`config.mk`:
```
export PLATFORM = sky130hd
export DESIGN_NAME = calc_key_entry
export DESIGN_NICKNAME = d
export VERILOG_FILES = /design/src/rtl/calc_key_entry.sv
export SDC_FILE = /design/constraint.sdc
export NUM_CORES = 1
export LEC_CHECK = 0
export ABC_CLOCK_PERIOD_IN_PS = 3800
export CORE_MARGIN = 2
export CORE_UTILIZATION = 55
export CTS_CLUSTER_DIAMETER = 30
export DETAILED_ROUTE_END_ITERATION = 12
export GPL_ROUTABILITY_DRIVEN = 0
export GPL_TIMING_DRIVEN = 0
export PLACE_DENSITY = 0.85
export SYNTH_ARGS = -nofsm -noshare
export SYNTH_HDL_FRONTEND = slang
export SYNTH_SLANG_ARGS = --single-unit
```
`constraint.sdc`:
```
create_clock -name clk -period 3.8 [get_ports clk]
set_input_delay 0.95 -clock clk [delete_from_list [all_inputs] [get_ports clk]]
set_output_delay 0.95 -clock clk [all_outputs]
set_load 0.02 [all_outputs]
```
`src/rtl/calc_key_entry.sv`:
```
// Key-entry front end of the BCD calculator: collects operand A, operator and operand B from serial keys
// and issues them downstream. Optional display echo port is enabled with `define CALC_KEY_ECHO_EN.
module calc_key_entry #(
    parameter int NDIG = 2
) (
    input  logic              clk,
    input  logic              rst,
    input  logic              key_valid,
    input  logic [3:0]        key_code,
    output logic              key_ready,
    output logic              key_err,
    output logic              op_valid,
    input  logic              op_ready,
    output logic [4*NDIG-1:0] a_bcd,
    output logic [4*NDIG-1:0] b_bcd,
    output logic [1:0]        op,
`ifdef CALC_KEY_ECHO_EN
    output logic [4*NDIG-1:0] disp_bcd,
`endif
    output logic [1:0]        dbg_state
);

    // Handshakes: a key moves when key_valid && key_ready at a rising edge; an operation moves
    // when op_valid && op_ready at a rising edge, and its payload is held while op_valid && !op_ready.

    localparam int CW = $clog2(NDIG + 1);
    localparam logic [CW-1:0] CNT_MAX = CW'(NDIG);
    localparam logic [CW-1:0] CNT_ONE = CW'(1);

    typedef enum logic [1:0] {
        S_A     = 2'd0,
        S_B     = 2'd1,
        S_ISSUE = 2'd2
    } state_t;

    state_t            state_q, state_d;
    logic [4*NDIG-1:0] a_q, a_d, b_q, b_d;
    logic [1:0]        op_q, op_d;
    logic [CW-1:0]     cnt_a_q, cnt_a_d, cnt_b_q, cnt_b_d;
    logic              err_q, err_d;
    logic              op_valid_q, op_valid_d;
    logic              key_ready_q, key_ready_d;
    logic              take, is_digit, is_oper, is_eq, clear_all;

    always_comb begin
        state_d   = state_q;
        a_d       = a_q;
        b_d       = b_q;
        op_d      = op_q;
        cnt_a_d   = cnt_a_q;
        cnt_b_d   = cnt_b_q;
        err_d     = 1'b0;
        clear_all = 1'b0;
        take      = key_valid && (state_q != S_ISSUE);
        is_digit  = (key_code <= 4'd9);
        is_oper   = (key_code >= 4'd10) && (key_code <= 4'd13);
        is_eq     = (key_code == 4'd14);

        case (state_q)
            S_A: begin
                if (take) begin
                    if (is_digit) begin
                        if (cnt_a_q < CNT_MAX) begin
                            a_d     = {a_q[4*NDIG-5:0], key_code};
                            cnt_a_d = cnt_a_q + CNT_ONE;
                        end else begin
                            err_d = 1'b1;
                        end
                    end else if (is_oper) begin
                        if (cnt_a_q == '0) begin
                            err_d = 1'b1;
                        end else begin
                            // Codes 10..13 map to 0..3: low two bits plus 2, modulo 4.
                            op_d    = key_code[1:0] + 2'd2;
                            state_d = S_B;
                        end
                    end else if (is_eq) begin
                        err_d = 1'b1;
                    end else begin
                        clear_all = 1'b1;
                    end
                end
            end
            S_B: begin
                if (take) begin
                    if (is_digit) begin
                        if (cnt_b_q < CNT_MAX) begin
                            b_d     = {b_q[4*NDIG-5:0], key_code};
                            cnt_b_d = cnt_b_q + CNT_ONE;
                        end else begin
                            err_d = 1'b1;
                        end
                    end else if (is_oper) begin
                        op_d = key_code[1:0] + 2'd2;
                    end else if (is_eq) begin
                        if (cnt_b_q == '0) begin
                            err_d = 1'b1;
                        end else begin
                            state_d = S_ISSUE;
                        end
                    end else begin
                        clear_all = 1'b1;
                    end
                end
            end
            S_ISSUE: begin
                if (op_ready) begin
                    clear_all = 1'b1;
                end
            end
            default: begin
                clear_all = 1'b1;
            end
        endcase

        if (clear_all) begin
            state_d = S_A;
            a_d     = '0;
            b_d     = '0;
            op_d    = 2'd0;
            cnt_a_d = '0;
            cnt_b_d = '0;
        end

        op_valid_d  = (state_d == S_ISSUE);
        key_ready_d = (state_d != S_ISSUE);
    end

    always_ff @(posedge clk) begin
        if (rst) begin
            state_q     <= S_A;
            a_q         <= '0;
            b_q         <= '0;
            op_q        <= 2'd0;
            cnt_a_q     <= '0;
            cnt_b_q     <= '0;
            err_q       <= 1'b0;
            op_valid_q  <= 1'b0;
            key_ready_q <= 1'b1;
        end else begin
            state_q     <= state_d;
            a_q         <= a_d;
            b_q         <= b_d;
            op_q        <= op_d;
            cnt_a_q     <= cnt_a_d;
            cnt_b_q     <= cnt_b_d;
            err_q       <= err_d;
            op_valid_q  <= op_valid_d;
            key_ready_q <= key_ready_d;
        end
    end

`ifdef CALC_KEY_ECHO_EN
    logic [4*NDIG-1:0] disp_q, disp_d;

    always_comb begin
        disp_d = (state_d == S_A) ? a_d : b_d;
    end

    always_ff @(posedge clk) begin
        if (rst) begin
            disp_q <= '0;
        end else begin
            disp_q <= disp_d;
        end
    end

    assign disp_bcd = disp_q;
`endif

    assign key_ready = key_ready_q;
    assign key_err   = err_q;
    assign op_valid  = op_valid_q;
    assign a_bcd     = a_q;
    assign b_bcd     = b_q;
    assign op        = op_q;
    assign dbg_state = state_q;

endmodule
```
==> metrics.md <==
| Metric | Value |
|---|---|
| Status | finished, final reports clean |
| Startpoint type of the worst setup path | flip-flop |
| DRT iter0 DRCs | 103 |
| Grt ovf | 0 |
| Slowest-stage cell, CP | clkdlybuf4s50_1 |
| Top-area cell type share of the netlist area | 35.2% |
| Worst Clk Skew | roughly 0.017 ns |
| Number of global-route vias before repair | 1440 |
| Slew margin rel. | 47.4% |
| First-pass GRT wire length | 7010 um |
| Post-route setup slack | 1.33 ns |
| Fin. Hold Viols | 0 |
| Slew Limit Fails | 0 |
| Critical Path Source | dbg_state[1] |
| PortBufs | 28 |
| Total setup buffers inserted after CTS | 0 |
| Final period util | about 65% |
| Die Span Y | 56.8 um |
| CP delay by family, top | buffers and inverters |
| Final Critical Period | 2.47 ns |
| Via count | 1461 |
| Root Buffer | clkbuf_4 |
| Post-Syn Area per Cell | 10.1 sq um |
| Post-synth top cells | dfxtp_1 (27), nand4_1 (21), a221oi_2 (18), o31ai_1 (18), buf_2 (8) |
| Pwr dens | 280 mW/mm^2 |
| Reg-to-Reg Start | dbg_state[1] |
| Final setup vio count | 0 |
| Sink Count | 27 |
| R2r worst-path depth | 5 |
| Area Growth Syn to Fin | 22.7% |
| Synth warn | 0 |
| EDFF count, synth | 0 |
| GR peak layer | met2 |
| Ports | 31 |
| Total GRT Usage | 27.7% |
| GR met2 Demand/Resource | between 40% and 50% |
| # resized after CTS | 0 |
| Synthesized instance count | about 150 |
| Slowest stage delay, CP | 0.66 ns |
| Post-DR vias/cell | 6.80 |
| Cell count along the critical path | 1 |
| Asr flop ratio synth | 0% |
| Core footprint | ~0.0027 sq mm |
| Layout cells sized above 1 | 21.7% |
| Top cells by area, synth | dfxtp_1 (35%), a221oi_2 (18%), o31ai_1 (8.8%) |
| Clock Path Buffers | 2 |
| Reg clk slew, reported paths | 0.16 ns |
| Static Leak | just under 0.6 nW |
| Synth Cell Area | 0.00154 sq mm |
| Crit path buf inv count | 1 |
| Initial antenna violation count | 0 |
| CP Capture Type | output port |
| Critical Path RT | 2.85 ns |
| Seq/Total Area, Yosys | 35.2% |
| Worst slack, placed | 1.13 ns |
| Leading area contributor after synthesis | dfxtp_1 |
| Final nets | 195 |
| Pre-antenna DRT Iters | 4 |
| DRT Wirelength | approximately 4200 um |
| Met3 usage | 4.15% |
| FMAX | approximately 400 MHz |
| Synthesized flop and latch total | 27 |
| Clk Latency, worst-skew pair | roughly 0.35 ns |
| Grt met1 use | 36.2% |
| Initial core utilization | 56.6% |
| Top-count cell post-synth | dfxtp_1 |
| Final HPWL DP | 2810 um |
| Total CTS buffers | 3 |
| Max rail drop VDD | 0.230 mV |
| Post-route setup TNS | 0 ns |
| Wirelength per Cell | 19.6 um |
| Worst-Margin Slew | about 0.79 ns |
| N_diodes | 0 |
| CTS tree | done |
| Library cells used by synthesis | 37 |
| Crit-path max FO | 9 |
| Detail Route Antenna Nets | 0 |
| Hold Path Depth | 2 |
| Hold Crit Class | flip-flop to flip-flop |
| Critical path class | flip-flop to output port |
| MaxCap Viol Count | 0 |
| Site Rows | 19 |
| Ys flop type | dfxtp_1 |
| H-tree depth | 1 |
| Die footprint | about 0.0032 sq mm |
| Die width | 56.8 um |
| Unrepaired setup endpoints after global routing | false |
| CP cell instances | clkdlybuf4s50_1 |
| Largest net degree at the start of global routing | 17 |
| Synthesized Nets | 162 |
| Worst hold start | cnt_b_q[0] |
| Arr. time, crit path | 1.52 ns |
| Post-route DRC | 0 |
| # hold bufs at CTS | 0 |
## final timing paths
path                       end  slack [ns]
setup / recovery  dbg_state[1]        1.33
setup reg to reg      b_bcd[1]        2.16
hold / removal      cnt_b_q[0]        0.50
hold reg to reg     cnt_b_q[0]        0.50
## layout by cell type, fill, tap and decap left out, types with 5 or more instances in the layout
cell / synthesis / layout
nand4_1: 21 / 21
buf_6: 5 / 5
buf_2: 8 / 8
clkbuf_1: 7 / 7
a221oi_2: 18 / 18
dfxtp_1: 27 / 27
inv_1: 5 / 5
o31ai_1: 18 / 18
clkdlybuf4s50_1: 0 / 28
## state kept, by name, summed over array words and instances (netlist names)
register / flops
a_bcd: 8
b_bcd: 8
cnt_a_q: 2
cnt_b_q: 2
dbg_state: 2
op: 2
key_err: 1
key_ready: 1
op_valid: 1
## through the flow
stage / hold WS (ns) / std cells / util (%) / cell area (sq um) / total power [mW]
floorplan: 0.462 / 152 / - / 1540 / 0.364
global placement: 0.470 / 211 / 68.4 / 1850 / 0.396
detailed placement: 0.479 / 211 / 68.4 / 1850 / 0.400
CTS: 0.499 / 215 / 69.5 / 1880 / 0.527
global route: 0.522 / 215 / 69.5 / 1880 / 0.549
finish: 0.500 / 215 / 69.5 / 1880 / 0.527
## cells by family (layout without fill, tap and decap cells)
family / count (synthesis) / in the layout / synth area share (%)
and+or+nand+nor: 40 / 40 / 16.4
AOI/OAI and AO/OA: 54 / 54 / 36.0
xor gates and xnor gates: 1 / 1 / 0.571
buffers and inverters: 28 / 60 / 10.2
adders and majority gates: 2 / 2 / 1.63
DFF: 27 / 27 / 35.2
## report_power, final
part / internal [mW] / switching [mW]
Sequential: 0.290 / 0.00457
Combinational: 0.0365 / 0.0642
Clock: 0.0405 / 0.0911
Total: 0.367 / 0.160
## per-layer routing
metal | vias up | wire length [um]
met5 | - | 0
li1 | 680 | -
met4 | 0 | 103
met1 | 694 | 1800
met2 | 76 | 1990
met3 | 11 | 314
## layout make-up
cell class | count | area (sq um)
inverters | 5 | 18.8
clock inverters | 1 | 7.51
fillers | 224 | 826
clock buffers | 3 | 22.5
plain buffers | 23 | 138
repair buffers | 28 | 280
flip-flops and latches | 27 | 541
well taps | 31 | 38.8
multi-input cells | 97 | 838
No activity file was read; power rests on OpenSTA's default activity.
==> variant (same flow settings) <==
The option `CALC_KEY_ECHO_EN` is turned on by a define.
--- a/src/rtl/calc_key_entry.sv
+++ b/src/rtl/calc_key_entry.sv
@@ -1,5 +1,7 @@
 // Key-entry front end of the BCD calculator: collects operand A, operator and operand B from serial keys
 // and issues them downstream. Optional display echo port is enabled with `define CALC_KEY_ECHO_EN.
+`define CALC_KEY_ECHO_EN
+
 module calc_key_entry #(
     parameter int NDIG = 2
 ) (
Formal check against the unedited RTL (old outputs only; new: disp_bcd): equivalent (equiv_simple and equiv_induct, registers matched by name and starting in step).
==> variant against the original RTL <==
Sequential cell count rose by 8. Non-clock buffer count fell by 6. Largest cell class is now flip-flops and latches. Area after synthesis fell by 12%. Count of clock-buffer cells in the layout rose by 3. Critical path type is now in -> reg. Power rose by 30%. Sequential power rose by 31%. Critical path depth rose by 5. Routed wire length fell by 26%. Design area fell by 3.7%. Via count fell by 22%. Setup slack got worse by 0.29 ns. Clock power rose by 50%.
==> variant: results (changes against the original RTL) <==
run status=completed; initial antenna violation count=0 (unchanged); DR WL/cell=14.9 um (-24%); Max FO, Critical Path=10 (+1); Post-synth top cells=dfxtp_1 (35), nor2_1 (27), mux2i_1 (17); Antenna Cells=0 (unchanged); Slowest Stage Delay on Critical Path=0.52 ns (-0.14 ns); CTS buffer count=5 (+2); Tightest Pin Transition=0.637 ns (-0.152 ns); Post-Syn Nets=144 (-11%); yosys warns=0 (unchanged); worst hold path type=reg -> reg; clk slew on worst S/H paths=0.11 ns (-0.05 ns); final net count=189 (-3.1%); clock latency on the worst-skew pair=0.34 ns; Global Route Usage Sum=24.7% (-3.0 points); layout cells sized above 1=6.67% (-15 points); Leakage=0.710 nW (+21%); H-tree depth=2 (+1); Crit-path slowest cell=clkdlybuf4s50_1; register area share after synthesis=52.0% (+17 points); Resized cells post-CTS=0 (unchanged); dpl hpwl=2270 um (-19%); fillcell total=167 (-25%); Worst R2R Path Depth=5 (unchanged); cell total after placement=200 (-5.2%); pin count of the biggest net entering global routing=12 (-5); Top Family by Delay on Critical Path=buffers and inverters; CP arrival=2.98 ns (+1.46 ns); number of port buffers=38 (+36%); DRT Pass-1 Iters=4 (unchanged); Via Count=1138 (-22%); first-pass GRT wire length=4930 um (-30%); count of cell types in the netlist=32 (-14%); placed standard-cell area=1760 um^2 (-5.0%); clk_skew=0.00544 ns (-0.0111 ns); final cell count without fillers=208 (-3.3%); synth top area cells=dfxtp_1 (52%), mux2i_1 (13%), nor2_1 (7.5%); ys async rst share=0% (unchanged); Mean Syn Cell Area=10.0 um^2 (-0.53%); Max VDD drop=353 uV (+53%); initial DRC count=22 (-79%)
[variant: cell types whose count changed after synthesis, moves of 3 or more]
cell,delta
nor2_1,+23
nand4_1,-21
a221oi_2,-18
o31ai_1,-18
mux2i_1,+17
dfxtp_1,+8
o22ai_1,+8
buf_2,-6
buf_6,-5
a21oi_1,+3
[variant: path summary, 6_finish.rpt]
| check | slack [ns] | endpoint | startpoint |
|---|---|---|---|
| setup / recovery | 1.04 | b_bcd[5] | key_valid |
| setup reg to reg | 1.81 | b_bcd[5] | dbg_state[1] |
| hold / removal | 0.52 | op[1] | op[1] |
| hold reg to reg | 0.52 | op[1] | op[1] |
[variant: power breakdown]
part	internal, W	switching, W	leakage [nW]
clock network	0.0000713	0.000127	0.0282
logic	0.0000472	0.0000561	0.398
registers	0.000379	0.00000656	0.284
total	0.000498	0.000189	0.710
[variant: cell families (layout without fill, tap and decap cells)]
logic type,Yosys count,in the layout,synth area share (%)
buf+inv,12,58,3.53
xor+xnor,3,3,1.95
mux,17,17,12.6
simple gates,43,43,16.3
fa+ha+maj,2,2,1.86
compound gates,22,22,11.7
flops,35,35,52.0
[variant: layer usage]
metal	share of wire [%]	track usage, %
met1	44	30.1
met2	49	39.7
met3	5.8	5.65
met4	1.0	14.1
met5	0	0
[variant: cell type report]
| class | instances | area share, % |
|---|---|---|
| repair buffers | 38 | 21.0 |
| inverters | 5 | 1.03 |
| plain buffers | 7 | 1.59 |
| well taps | 28 | 1.93 |
| flip-flops and latches | 35 | 38.6 |
| clock buffers | 6 | 2.27 |
| multi-input cells | 87 | 32.9 |
| clock inverters | 2 | 0.689 |
[variant: worst min-delay path, cell delays in order (launching register included)]
cell	delay [ns]
dfxtp_1	0.33
nor2_1	0.10
a211oi_1	0.05
[variant: per-stage QoR]
stage | power, W | util [%] | worst slack, ns | hold WS (ns)
2_1_floorplan | 0.000453 | - | 1.65 | 0.474
3_3_place_gp | 0.000495 | 78.1 | 0.805 | 0.476
3_5_place_dp | 0.000497 | 78.1 | 0.715 | 0.502
4_1_cts | 0.000693 | 80.5 | 1.07 | 0.521
5_1_grt | 0.000713 | 80.5 | 0.902 | 0.571
6_report | 0.000687 | 80.5 | 1.04 | 0.518
